File: src/rtl/arm_pipe_pkg.sv
// Shared pipeline constants and types for the hazard, forwarding and
// register-write tracking logic.
package arm_pipe_pkg;

    localparam int REG_W    = 4;
    localparam int NUM_REGS = 1 << REG_W;
    localparam int CNT_W    = 2;

    typedef logic [REG_W-1:0] reg_idx_t;

    localparam reg_idx_t PC_REG = 4'd15;

endpackage

File: src/rtl/sb_counter.sv
// Saturating-free up/down counter for one register's outstanding writes;
// the owner gates inc when full, and dec at zero is absorbed here.
module sb_counter #(
    parameter int CNT_W = 2
) (
    input  logic clk,
    input  logic rst_n,
    input  logic clr_i,
    input  logic inc_i,
    input  logic dec_i,
    output logic zero_o,
    output logic full_o
);

    localparam logic [CNT_W-1:0] ONE = {{(CNT_W-1){1'b0}}, 1'b1};

    logic [CNT_W-1:0] count_q, count_d;

    assign zero_o = (count_q == '0);
    assign full_o = (count_q == '1);

    // Simultaneous inc and dec cancel; a dec at zero leaves the count at zero.
    always_comb begin
        count_d = count_q;
        if (clr_i) begin
            count_d = '0;
        end else begin
            unique case ({inc_i, dec_i})
                2'b10:   count_d = count_q + ONE;
                2'b01:   count_d = zero_o ? count_q : (count_q - ONE);
                default: count_d = count_q;
            endcase
        end
    end

    always_ff @(posedge clk or negedge rst_n) begin
        if (!rst_n) begin
            count_q <= '0;
        end else begin
            count_q <= count_d;
        end
    end

endmodule

File: src/rtl/reg_write_scoreboard.sv
// Per-register outstanding-write scoreboard: decode bumps a counter on issue,
// writeback drops it, and busy/hazard come straight from the registered counts.
module reg_write_scoreboard #(
    parameter int REG_W    = arm_pipe_pkg::REG_W,
    parameter int NUM_REGS = arm_pipe_pkg::NUM_REGS,
    parameter int CNT_W    = arm_pipe_pkg::CNT_W
) (
    input  logic                   clk,
    input  logic                   rst_n,
    input  logic                   flush,
    input  logic                   issue_valid,
    input  logic                   issue_wb_en,
    input  logic [REG_W-1:0]       issue_dest,
    output logic                   issue_ready,
    input  logic                   wb_valid,
    input  logic [REG_W-1:0]       wb_dest,
    input  logic [REG_W-1:0]       src1,
    input  logic [REG_W-1:0]       src2,
    input  logic                   two_src,
    output logic                   hazard,
    output logic [NUM_REGS-1:0]    busy_vec,
    output logic [REG_W+CNT_W-1:0] outstanding,
    output logic                   underflow_err
);

    localparam int OUT_W = REG_W + CNT_W;
    localparam logic [OUT_W-1:0] OUT_ONE = {{(OUT_W-1){1'b0}}, 1'b1};

    logic [NUM_REGS-1:0] inc, dec, zero, full;
    logic                accept, same_reg, retire_ok;
    logic [OUT_W-1:0]    outstanding_q, outstanding_d;
    logic                underflow_q, underflow_d;

    assign issue_ready = ~full[issue_dest];
    assign accept      = issue_valid & issue_wb_en & issue_ready;
    assign same_reg    = accept & wb_valid & (issue_dest == wb_dest);
    // A retire counts only if it removes a real write; an issue to the same
    // register in the same cycle supplies that write even from a zero count.
    assign retire_ok   = wb_valid & (~zero[wb_dest] | same_reg);

    always_comb begin
        inc = '0;
        dec = '0;
        if (accept)   inc[issue_dest] = 1'b1;
        if (wb_valid) dec[wb_dest]    = 1'b1;
    end

    for (genvar r = 0; r < NUM_REGS; r++) begin : g_cnt
        sb_counter #(
            .CNT_W (CNT_W)
        ) u_cnt (
            .clk    (clk),
            .rst_n  (rst_n),
            .clr_i  (flush),
            .inc_i  (inc[r]),
            .dec_i  (dec[r]),
            .zero_o (zero[r]),
            .full_o (full[r])
        );
    end

    always_comb begin
        outstanding_d = outstanding_q;
        underflow_d   = underflow_q;
        if (flush) begin
            outstanding_d = '0;
            underflow_d   = 1'b0;
        end else begin
            unique case ({accept, retire_ok})
                2'b10:   outstanding_d = outstanding_q + OUT_ONE;
                2'b01:   outstanding_d = outstanding_q - OUT_ONE;
                default: outstanding_d = outstanding_q;
            endcase
            underflow_d = underflow_q | (wb_valid & zero[wb_dest] & ~same_reg);
        end
    end

    always_ff @(posedge clk or negedge rst_n) begin
        if (!rst_n) begin
            outstanding_q <= '0;
            underflow_q   <= 1'b0;
        end else begin
            outstanding_q <= outstanding_d;
            underflow_q   <= underflow_d;
        end
    end

    assign busy_vec      = ~zero;
    assign hazard        = busy_vec[src1] | (two_src & busy_vec[src2]);
    assign outstanding   = outstanding_q;
    assign underflow_err = underflow_q;

endmodule

File: config.mk
export PLATFORM = sky130hd
export DESIGN_NAME = reg_write_scoreboard
export DESIGN_NICKNAME = d
export VERILOG_FILES = /design/src/rtl/arm_pipe_pkg.sv /design/src/rtl/sb_counter.sv /design/src/rtl/reg_write_scoreboard.sv
export SDC_FILE = /design/constraint.sdc
export NUM_CORES = 1
export LEC_CHECK = 0
export CAP_MARGIN = 20
export CORE_MARGIN = 2
export CORE_UTILIZATION = 55
export CTS_CLUSTER_SIZE = 16
export DETAILED_ROUTE_END_ITERATION = 12
export HOLD_SLACK_MARGIN = 0.15
export PLACE_DENSITY = 0.86
export SETUP_SLACK_MARGIN = 0.4
export SYNTH_ARGS = -nofsm -noshare
export SYNTH_HDL_FRONTEND = slang
export SYNTH_SLANG_ARGS = --single-unit
File: constraint.sdc
create_clock -name clk -period 7.1 [get_ports clk]
set_input_delay 1.42 -clock clk [delete_from_list [all_inputs] [get_ports clk]]
set_output_delay 1.42 -clock clk [all_outputs]
set_load 0.05 [all_outputs]
==> results.md, run 1 <==
* Status: complete, no violations
* Hold Path Sink: underflow_err$_DFF_PN0_
* TritonCTS clock tree: yes
* Final Cycle Share at about four fifths
* Critical path class: in2out
* RSZ-0062 raised after global routing: false
* # Max-Cap Violations at 0
* TritonCTS Buffers at 5
* Setup repair bufs after CTS at 0
* CTS root buf: clkbuf_8
* Max Clk Rate at 0.178 GHz
* Slew Viols, Final at 0
* Die Height at slightly above 80 µm
* Worst R2R Path Depth at 13
* DR iter-0 viols at about 230
* Post-synth EDFFs at 0
* Sum of negative setup slack at 0 ns
* Die width at between 80 and 90 µm
* Worst Hold Class: reg2reg
* Crit Path Max Fanout at 25
* Power Density at 138 nW/µm²
* Clock Pin Slew Worst Setup and Hold Paths at around 0.08 ns
* Port Buffers at 47
* ANT cells at 0
* DRT Wirelength at between 8 and 9 mm
* Cts repair resizes at 0
* Crit start category: input port
* # H-tree levels at 2
* Largest net degree at the start of global routing at between 40 and 50
* Post-Syn Area at 3220 µm²
* Drt wl/cell at between 15 and 20 µm
* CTS sink cnt at 39
* Required time worst endpoint at 5.68 ns
* Avg Cell Area, Syn at 8.50 µm²
* Final Total Pwr at ~530 µW
* Number of antenna violations at the first check in global routing at 0
* Most frequent cells in the layout: nor2_1, clkdlybuf4s50_1, dfrtp_1, nor3_1, a21oi_1
* Crit. End Element: output pin
* DRC at 0
* HPWL Detailed at around 6.3 mm
* Number of global-route vias before repair at about 3,100
* Final Instance Count excl. Fillers at a little under 500
* Drt first pass iters at 5
* Fill cell count at around 450
* Critical path arrival at about 4.2 ns
* Synth Net Count at between 400 and 500
* Static leakage at between 0.0015 and 0.002 µW
* R2r setup slk at about 3.3 ns
* Worst Tran Pin Value at 0.887 ns
* Primary FF master, synth: dfrtp_1
* FF+latch count, synth at 39
* Global-route wire length before repair at between 10 and 15 mm
* GRT Util Overall at 28.1%
* FF-to-FF End: outstanding[5]$_DFFE_PN0P_
* Post-synth cell types at 60
* Detail Route Antenna Nets at 0
* Hold wc startpoint: underflow_err$_DFF_PN0_
* Clk buf depth at 2
* Share of layout cells above drive strength 1 at around a tenth
* Synth Instances at between 300 and 400
* Post-layout min period at between 5 and 6 ns
* Core Rows at 27
* Vias at roughly 3,100
* Placed Cells at slightly below 500
* VDD IR-drop max at just under 0.09 mV
* Total gr overflow at 0
* Clk_lat worst skew at roughly 0.30 ns
* CTS Hold Buffers Added at 0
* # nets final at about 450
* Async S/R FF share, synth at 100%
* Die area at approximately 6500 µm²
* CORE AREA at roughly 5600 µm²
* Via density at ~6.3
* GPL Wtd Cong at ~0.89
* Layout area overhead at 18.7%
* Synth warnings at 0
* Most common cell after layout, fill and taps aside: nor2_1
* Max transition margin at approximately two fifths
* Final hold vios at 0
* Sequential cell area fraction in the yosys report at approximately 30%
* Initial Util at between 50% and 60%
* Ports at between 40 and 50
* Setup Viol. Count Final at 0
* Final Skew at 0.00776 ns
* FF-to-FF Start: g_cnt[2].u_cnt.count_q[1]$_DFFE_PN0P_
* Cells on Worst Hold Path at 2
[routing by layer]
layer  vias up  share of wire [%]  track usage [%]
met5         -                  0                0
met4         0                1.5             9.15
met3        11                7.4             4.38
met2       134                 48             46.1
met1      1500                 43             38.1
li1       1477                  -                -
[where the power goes]
group / switching, µW / internal (µW) / total, µW
Clock: 80.3 / 114 / 194
Sequential: 3.97 / 225 / 229
Combinational: 62.6 / 41.5 / 104
Total: 147 / 381 / 527
[per-stage QoR]
stage          worst slack (ns)  util (%)  hold slack, ns  instance area (µm²)
2_1_floorplan              1.93         -           0.483                 3220
3_3_place_gp               1.62      66.6           0.486                 3710
3_5_place_dp               1.52      66.6           0.492                 3710
4_1_cts                    1.55      68.7           0.509                 3830
5_1_grt                    1.38      68.7           0.514                 3830
6_report                   1.48      68.7           0.511                 3830
[how the worst max path moves through the flow]
stage                            endpoint  slack (ns)          start
5_1_grt                       issue_ready        1.38  issue_dest[0]
3_5_place_dp   outstanding[5]$_DFFE_PN0P_        1.52  issue_dest[0]
2_1_floorplan                      hazard        1.93        src2[1]
6_report                      issue_ready        1.48  issue_dest[0]
4_1_cts                       issue_ready        1.55  issue_dest[0]
3_3_place_gp                  issue_ready        1.62  issue_dest[0]
[cell type report]
type / count / area [µm²] / share of cell area (%)
clock inverter: 2 / 35.0 / 0.915
timing repair buffer: 48 / 473 / 12.4
inverter: 16 / 60.1 / 1.57
multi-input combinational: 309 / 2110 / 55.1
clock buffer: 6 / 82.6 / 2.16
tap: 72 / 90.1 / 2.35
sequential: 39 / 976 / 25.5
[cells by family (layout without fill, tap and decap cells)]
group / Yosys count / count (layout) / share of synthesized area [%]
fa+ha+maj: 5 / 5 / 2.17
xor+xnor: 8 / 8 / 2.17
buf+inv: 31 / 72 / 4.23
flops: 39 / 39 / 30.3
mux: 19 / 19 / 11.1
compound gates: 103 / 103 / 20.7
simple gates: 174 / 174 / 29.4
[worst max-delay path, cell delays in order]
cell             delay (ns)
clkdlybuf4s50_1        0.85
nand4bb_1              0.40
and4_1                 0.25
o31ai_1                0.42
nor2b_1                0.14
clkdlybuf4s50_1        0.73
[registers in the layout, summed over array words and instances, names as in the netlist]
register	cells
g_cnt.u_cnt.count_q	32
outstanding	6
underflow_err	1
[cells in the mapped netlist (all sizes together) (8+ instances only)]
| library cell | n | area (µm²) |
|---|---|---|
| nor2 | 52 | 198 |
| dfrtp | 39 | 976 |
| nor3 | 26 | 130 |
| a21oi | 24 | 120 |
| a211oi | 21 | 158 |
| o21a | 21 | 158 |
| o21ai | 20 | 100 |
| nand2 | 19 | 71.3 |
| inv | 16 | 60.1 |
| nand2b | 16 | 100 |
| mux4 | 12 | 270 |
| clkbuf | 9 | 33.8 |
| or2 | 9 | 61.3 |
| and2 | 8 | 53.8 |
| nand4 | 8 | 50.1 |
(Power assumes the default switching activity.)
==> run 2: changes to the inputs <==
--- a/config.mk
+++ b/config.mk
@@ -7,11 +7,11 @@
 export LEC_CHECK = 0
 export CAP_MARGIN = 20
 export CORE_MARGIN = 2
-export CORE_UTILIZATION = 55
+export CORE_UTILIZATION = 50
 export CTS_CLUSTER_SIZE = 16
 export DETAILED_ROUTE_END_ITERATION = 12
 export HOLD_SLACK_MARGIN = 0.15
-export PLACE_DENSITY = 0.86
+export PLACE_DENSITY = 0.83
 export SETUP_SLACK_MARGIN = 0.4
 export SYNTH_ARGS = -nofsm -noshare
 export SYNTH_HDL_FRONTEND = slang
==> constraint.sdc (replaced) <==
create_clock -name clk -period 4.6 [get_ports clk]
set_input_delay 0.92 -clock clk [delete_from_list [all_inputs] [get_ports clk]]
set_output_delay 0.92 -clock clk [all_outputs]
set_load 0.05 [all_outputs]
==> run 2 against run 1 <==
Against the previous run: clock skew is 0.0010 ns higher; die area is 9.5% higher; clock power is 38% higher; largest cell class unchanged.
==> results.md, run 2 (synthesis results as in run 1) <==
* Slowest cell on crit path: clkdlybuf4s50_1
* Detail Route Antenna Nets at 0 (unchanged)
* Die width at 84.3 µm (+4.6%)
* Worst slack, placed at 0.170 ns (-1.35 ns)
* Status: complete, no violations
* # Max-Cap Violations at 0 (unchanged)
* Fin area at 3910 µm² (+2.3%)
* Crit start category: input port
* GPL Wtd Cong at 0.942 (+5.4%)
* Hold slack final at 0.540 ns (+0.0289 ns)
* TritonCTS Buffers at 5 (unchanged)
* Most common cell after layout, fill and taps aside: nor2_1
* Critical path arrival at 3.06 ns (-1.14 ns)
* CTS sink cnt at 39 (unchanged)
* Core Rows at 29 (+7.4%)
* Drt first pass iters at 5 (unchanged)
* Power Density at 202 nW/µm² (+47%)
* Buf/Inv on CP at 2 (unchanged)
* Max reg flops at 32 (unchanged)
* DRC at 0 (unchanged)
* Cts repair resizes at 0 (unchanged)
* CORE AREA at 6280 µm² (+13%)
* Die Height at 84.3 µm (+4.6%)
* Clock Pin Slew Worst Setup and Hold Paths at 0.08 ns (about the same)
* CTS Hold Buffers Added at 0 (unchanged)
* Initial Util at 51.3% (-6.5 points)
* ANT cells at 0 (unchanged)
* Delay of the slowest critical-path stage at 0.66 ns (-0.19 ns)
* Share of layout cells above drive strength 1 at 12.6% (+2.6 points)
* HPWL Detailed at 6.52 mm (+4.3%)
* Drt wl/cell at 17.5 µm (+4.2%)
* Clk_lat worst skew at 0.30 ns (about the same)
* Setup Viol. Count Final at 0 (unchanged)
* Placed Cells at 497 (+2.7%)
* RSZ-0062 raised after global routing: false
* Post-DP Area at 3780 µm² (+2.0%)
* Top Family by Delay on Critical Path: multiplexers
* Largest net degree at the start of global routing at 41 (unchanged)
* Number of antenna violations at the first check in global routing at 0 (unchanged)
* Critical path class: in2out
* Final WS setup at 0.616 ns (-0.860 ns)
* Cell mode on critical path: mux4_2
* Sum of negative setup slack at 0 ns (unchanged)
* Crit Path Max Fanout at 7 (-72%)
* Max Clk Rate at ~0.25 GHz
* CTS root buf: clkbuf_8
* Final Skew at 0.00880 ns (+0.00105 ns)
* Post-layout min period at 3.98 ns
* Port Buffers at 47 (unchanged)
* Max transition margin at 37.5% (-3.3 points)
* VDD IR-drop max at 0.112 mV (+27%)
* GRT Util Overall at 25.8% (-2.3 points)
* TritonCTS clock tree: yes
* Global-route wire length before repair at 14.9 mm (+4.3%)
* # nets final at 455 (+1.8%)
* Total gr overflow at 0 (unchanged)
* # H-tree levels at 2 (unchanged)
* Worst Hold Class: reg2reg
* Die area at 7100 µm² (+9.5%)
* CP cell instances: clkdlybuf4s50_1, mux4_2, mux4_2, o21ai_0, buf_12
* Number of global-route vias before repair at 3,069 (+0.62%)
* Worst Tran Pin Value at 0.937 ns (+0.0501 ns)
* Most frequent cells in the layout: nor2_1, clkdlybuf4s50_1, dfrtp_1, nor3_1, a21oi_1
* Vias at 3,189 (+2.1%)
* Layout area overhead at 21.4%
* Ports at 48 (unchanged)
* Clk buf depth at 2 (unchanged)
* Final Cycle Share at between 80% and 90%
* DR iter-0 viols at 366 (+57%)
* Setup repair bufs after CTS at 0 (unchanged)
* Final Instance Count excl. Fillers at 505 (+2.6%)
* Slew Viols, Final at 0 (unchanged)
* Final hold vios at 0 (unchanged)
* Top reg by flops: g_cnt.u_cnt.count_q
* Via density at 6.31 (-0.48%)
* DRT Wirelength at 8.85 mm (+6.9%)
* Required time worst endpoint at 3.68 ns (-2.00 ns)
* Static leakage at 0.00166 µW (+3.5%)
* Crit. End Element: output pin
[run 2: where the power goes]
group / switching (µW) / internal (µW) / total [µW]
clock: 130 / 137 / 267
combinational: 101 / 69.6 / 171
sequential: 6.56 / 348 / 354
[run 2: layout make-up]
cell class / instances / area (µm²)
clock buffer: 8 / 100
fill: 524 / 2360
inverter: 16 / 60.1
multi-input combinational: 309 / 2140
sequential: 39 / 976
tap: 77 / 96.3
timing repair buffer: 56 / 546
[run 2: worst paths after layout]
| path | startpoint | endpoint | slack (ns) | cells past startpoint |
|---|---|---|---|---|
| worst max register to register | g_cnt[2].u_cnt.count_q[1]$_DFFE_PN0P_ | outstanding[5]$_DFFE_PN0P_ | 0.99 | 13 |
| max in group asynchronous | rst_n | g_cnt[10].u_cnt.count_q[0]$_DFFE_PN0P_ | 3.26 | 1 |
| worst max-delay path | src2[1] | hazard | 0.62 | 5 |
| worst min-delay path | g_cnt[9].u_cnt.count_q[0]$_DFFE_PN0P_ | g_cnt[9].u_cnt.count_q[0]$_DFFE_PN0P_ | 0.54 | 1 |
| worst min register to register | g_cnt[9].u_cnt.count_q[0]$_DFFE_PN0P_ | g_cnt[9].u_cnt.count_q[0]$_DFFE_PN0P_ | 0.54 | 1 |
| min in group asynchronous | rst_n | g_cnt[4].u_cnt.count_q[1]$_DFFE_PN0P_ | 0.76 | 1 |
[run 2: metrics by stage]
| stage | util (%) | power (µW) |
|---|---|---|
| 4_1_cts | 61.9 | 790 |
| 6_report | 62.3 | 792 |
| 3_5_place_dp | 60.3 | 528 |
| 2_1_floorplan | - | 462 |
| 5_1_grt | 62.3 | 823 |
| 3_3_place_gp | 60.3 | 524 |
[run 2: worst reg2reg max path: cells and delay by family (launching register included)]
family | cells | cell delay, ns
multiplexers | 3 | 1.03
AO/OA/AOI/OAI | 4 | 0.83
AND/OR/NAND/NOR | 3 | 0.58
flip-flops | 1 | 0.43
adder cells (fa/ha/maj) | 1 | 0.32
buffers and inverters | 2 | 0.30
[run 2: metal layers]
metal	up-vias	wire (µm)	share of wire [%]	GRT usage [%]
li1	1497	-	-	-
met1	1545	3950	45	35.5
met2	121	4160	47	41.3
met3	26	512	5.8	3.83
met4	0	227	2.6	9.97
met5	-	0	0	0
==> RTL change 1: new RTL, flow settings as in run 2 <==
Put one more register stage on the output `underflow_err`, with the module's reset. The value now appears one clock later. The other outputs are not delayed to match.
--- a/src/rtl/reg_write_scoreboard.sv
+++ b/src/rtl/reg_write_scoreboard.sv
@@ -88,7 +88,13 @@
     assign busy_vec      = ~zero;
     assign hazard        = busy_vec[src1] | (two_src & busy_vec[src2]);
     assign outstanding   = outstanding_q;
-    assign underflow_err = underflow_q;
+    always_ff @(posedge clk or negedge rst_n) begin
+        if (!rst_n) begin
+            underflow_err <= '0;
+        end else begin
+            underflow_err <= underflow_q;
+        end
+    end
 
 endmodule
 
Function: changed (Yosys sat finds a counterexample within 4 cycles, from zero or initial values and one cycle with rst_n low).
==> RTL change 1 against run 2 <==
  * Cell area decreased by 0.58%
  * Combinational power rose by 19%
  * Sequential power grew 4%
  * Total power rose by 3.8%
  * Hold slack worse by 0.12 ns
  * Core utilization is 0.36 points lower
  * Register-to-register slack better by 0.41 ns
  * Setup slack worse by 0.026 ns
  * Sequential share of layout area rose by 0.79 points
  * Non-clock buffer count fell by 3
  * Wire length increased by 0.10%
  * Area after synthesis about the same
  * Sequential cell count increased by 1
  * Critical endpoint is now outstanding[5]
==> RTL change 1: results <==
metrics = {
    "critical_path": {
        "crit_path_max_incr_delay_ns": 0.50,
        "startpoint": "issue_dest[0]",
        "cp.arrival_ns": 4.20,
        "cp_max_fo": 20,
        "r2r-start": "g_cnt[1].u_cnt.count_q[1]",
        "crit_path_top_delay_cell": "clkdlybuf4s50_1",
        "cp-endpoint": "outstanding[5]",
        "r2r_cells": 13,
        "rrSetupSlack_ns": 1.40,
    },
    "yosys": {
        "avgSynthCellArea_um2": 8.42,
        "ys_seq_area_frac": 0.310,
        "synthTopCellsByArea": "dfrtp_1, nor2_1, a211oi_1",
        "ys_warn_count": 0,
        "synth.distinct_cells": 58,
        "synthArstFlopShare": 1.00,
        "synth_common_cells": "nor2_1, dfrtp_1, o21ai_0",
        "synthesis.nets": 411,
    },
    "cts": {
        "cts_htree_levels": 2,
        "clockBufferDepth": 2,
        "clkTransAtPathRegs_ns": 0.08,
        "insertion_delay_ns": 0.30,
        "cts_setup_buffers": 0,
        "clockRootBuffer": "clkbuf_8",
    },
    "route": {
        "vias": 3258,
        "drt_pass1_iterations": 5,
        "drtIter0Drc": 313,
        "drc": 0,
        "routedWlPerCell_um": 17.4,
    },
    "global_route": {
        "antenna_found_initial": 0,
        "first_global_vias": 3110,
        "track_usage": 0.256,
        "grt_pass1_wl_um": 14900,
        "overflow": 0,
        "grt_max_degree": 41,
    },
    "final_layout": {
        "stdcell_count": 509,
        "insertedDiodeCount": 0,
        "largest_reg_flops": 32,
        "final_nets": 459,
        "regMostFlops": "g_cnt.u_cnt.count_q",
        "layout-drive-gt1-share": 0.0972,
    },
    "worst_hold_path": {
        "min_path_cells": 0,
        "hold_start": "underflow_q",
        "hold-path-endpoint": "underflow_err",
    },
    "power": {
        "p_leak_nw": 1.66,
        "p_sw_mw": 0.262,
        "peakVddDrop_uv": 155,
    },
    "sta": {
        "finalClockSkew_ns": 0.00543,
        "slew_headroom": 0.421,
        "hold_ws_ns": 0.421,
        "timing.final.crit_period_ns": 4.01,
    },
    "placement": {
        "routabilityCongestion": 0.895,
        "dp_slack_ns": 0.149,
        "placed_cell_area_um2": 3770,
        "port_buffers": 47,
        "hpwl_um": 6450,
        "place_inst": 501,
    },
    "status": {
        "outcome": "finished clean",
    },
}
[RTL change 1: cell count changes after synthesis, sizes merged, moves of 3 or more]
cell	before	now
a22oi	0	4
a22o	0	3
clkbuf	9	5
mux4	12	6
nor2	52	49
o21ai	20	28
o21a	21	18
nor2b	6	3
a311oi	1	4
[RTL change 1: logic make-up after synthesis]
kind of cell,share of synthesized area
fa+ha+maj,0.0217
simple gates,0.280
flops,0.310
mux,0.0733
buf+inv,0.0384
xor+xnor,0.0217
compound gates,0.255
[RTL change 1: critical path: cells and delay by family]
| family | cells | cell delay (ns) |
|---|---|---|
| multiplexers | 1 | 0.29 |
| adder cells (fa/ha/maj) | 1 | 0.27 |
| buffers and inverters | 2 | 0.67 |
| AND/OR/NAND/NOR | 3 | 0.43 |
| AO/OA/AOI/OAI | 8 | 1.61 |
[RTL change 1: repair_timing]
action / 4_1_cts / 5_1_grt
setup endpoints to repair: 0 / 1
hold buffers: 0 / 0
gates resized for setup: 0 / 6
[RTL change 1: routing by layer]
layer  vias up  global-route usage  part of all wire
met1      1571               0.335              0.43
met4         0              0.0806             0.017
met3        18              0.0364             0.070
li1       1520                   -                 -
met5         -                   0                 0
met2       149               0.439              0.49
[RTL change 1: power by group through the flow]
stage	registers [mW]	clock network, mW	logic [mW]
after CTS	0.369	0.256	0.199
after global routing	0.371	0.267	0.217
after detailed placement	0.376	0	0.196
after floorplan	0.394	0	0.105
after global placement	0.376	0	0.194
final	0.369	0.251	0.203
[RTL change 1: layout make-up]
cell class,instances,area (um^2)
multi-input cells,316,2120
clock inverters,1,7.51
clock buffers,7,86.3
well taps,77,96.3
repair buffers,53,520
inverters,15,56.3
fillers,543,2390
flip-flops and latches,40,1000
==> RTL change 2: new RTL, flow settings as in run 2 <==
Without the edit above. `CNT_W` is set to 2 in 2 places; all go to 3.
--- a/src/rtl/arm_pipe_pkg.sv
+++ b/src/rtl/arm_pipe_pkg.sv
@@ -4,7 +4,7 @@
 
     localparam int REG_W    = 4;
     localparam int NUM_REGS = 1 << REG_W;
-    localparam int CNT_W    = 2;
+    localparam int CNT_W    = 3;
 
     typedef logic [REG_W-1:0] reg_idx_t;
 
--- a/src/rtl/sb_counter.sv
+++ b/src/rtl/sb_counter.sv
@@ -1,7 +1,7 @@
 // Saturating-free up/down counter for one register's outstanding writes;
 // the owner gates inc when full, and dec at zero is absorbed here.
 module sb_counter #(
-    parameter int CNT_W = 2
+    parameter int CNT_W = 3
 ) (
     input  logic clk,
     input  logic rst_n,
Ports: changed (resized outstanding); port bits go from 48 to 49. No check against the original RTL was run, so the function may have changed too.
==> RTL change 2 against run 2 <==
  * Area after synthesis is 56% higher
  * Final cell count rose by 55%
  * Cell area rose by 55%
  * Global-route usage grew 0.33 points
  * Sequential cell count is 17 higher
  * Total power is 43% higher
  * Wire length increased by 60%
  * Setup slack got worse by 0.012 ns
  * Die area is 53% higher
==> RTL change 2: results <==
metrics = {
    "global_route": {
        "track_usage": 0.261,
        "grt_max_degree": 57,
        "grt_pass1_wl_um": 23300,
        "first_global_vias": 4921,
        "grt_util_met3": 0.0489,
        "antenna_found_initial": 1,
    },
    "sta": {
        "worst-slew-pin-transition_ns": 0.768,
        "hold_ws_ns": 0.539,
        "timing.final.crit_period_ns": 4.00,
    },
    "placement": {
        "hpwl_um": 10400,
        "dp_slack_ns": -0.0614,
        "place_inst": 764,
    },
    "route": {
        "routedWlPerCell_um": 18.1,
        "wl_met1_um": 5690,
        "dr_wl_met2_um": 7040,
        "vias_per_cell": 6.33,
    },
    "yosys": {
        "synth_fa_ha_area_frac": 0.0802,
        "ys_seq_area_frac": 0.279,
    },
    "power": {
        "peakVddDrop_uv": 157,
        "powerDensity_nw_per_um2": 187,
        "p_leak_nw": 2.62,
        "p_clk_frac": 0.271,
    },
    "critical_path": {
        "r2r-start": "g_cnt[1].u_cnt.count_q[0]",
        "rr_endpoint": "outstanding[6]",
        "crit_path_top_delay_cell": "dlygate4sd2_1",
        "startpoint": "wb_dest[1]",
        "r2r_cells": 15,
    },
    "final_layout": {
        "final_nets": 692,
        "n_fill_cell": 838,
    },
    "status": {
        "outcome": "finished clean",
    },
}
[RTL change 2: cell types whose count changed in the layout (fill, tap and decap cells not counted), sizes merged, moves of 14 or more]
| cell | run 2 | this run |
|---|---|---|
| or3 | 1 | 15 |
| nand2 | 19 | 42 |
| nand3 | 3 | 32 |
| o21a | 21 | 3 |
| fa | 1 | 17 |
| dfrtp | 39 | 56 |
| mux2i | 4 | 18 |
| nor2 | 52 | 67 |
| buf | 12 | 50 |
[RTL change 2: how the worst min path moves through the flow]
stage                                     from                    endpoint  depth (start not counted)
floorplan           g_cnt[12].u_cnt.count_q[2]  g_cnt[12].u_cnt.count_q[2]                          1
global placement                 underflow_err               underflow_err                          2
detailed placement               underflow_err               underflow_err                          2
CTS                              underflow_err               underflow_err                          2
global route                     underflow_err               underflow_err                          2
finish                           underflow_err               underflow_err                          2
[RTL change 2: area by class of cell]
class,count,area share
multi-input combinational,462,0.569
inverter,28,0.0178
tap,133,0.0275
clock buffer,7,0.0159
timing repair buffer,94,0.138
antenna,1,0.000413
sequential,56,0.231
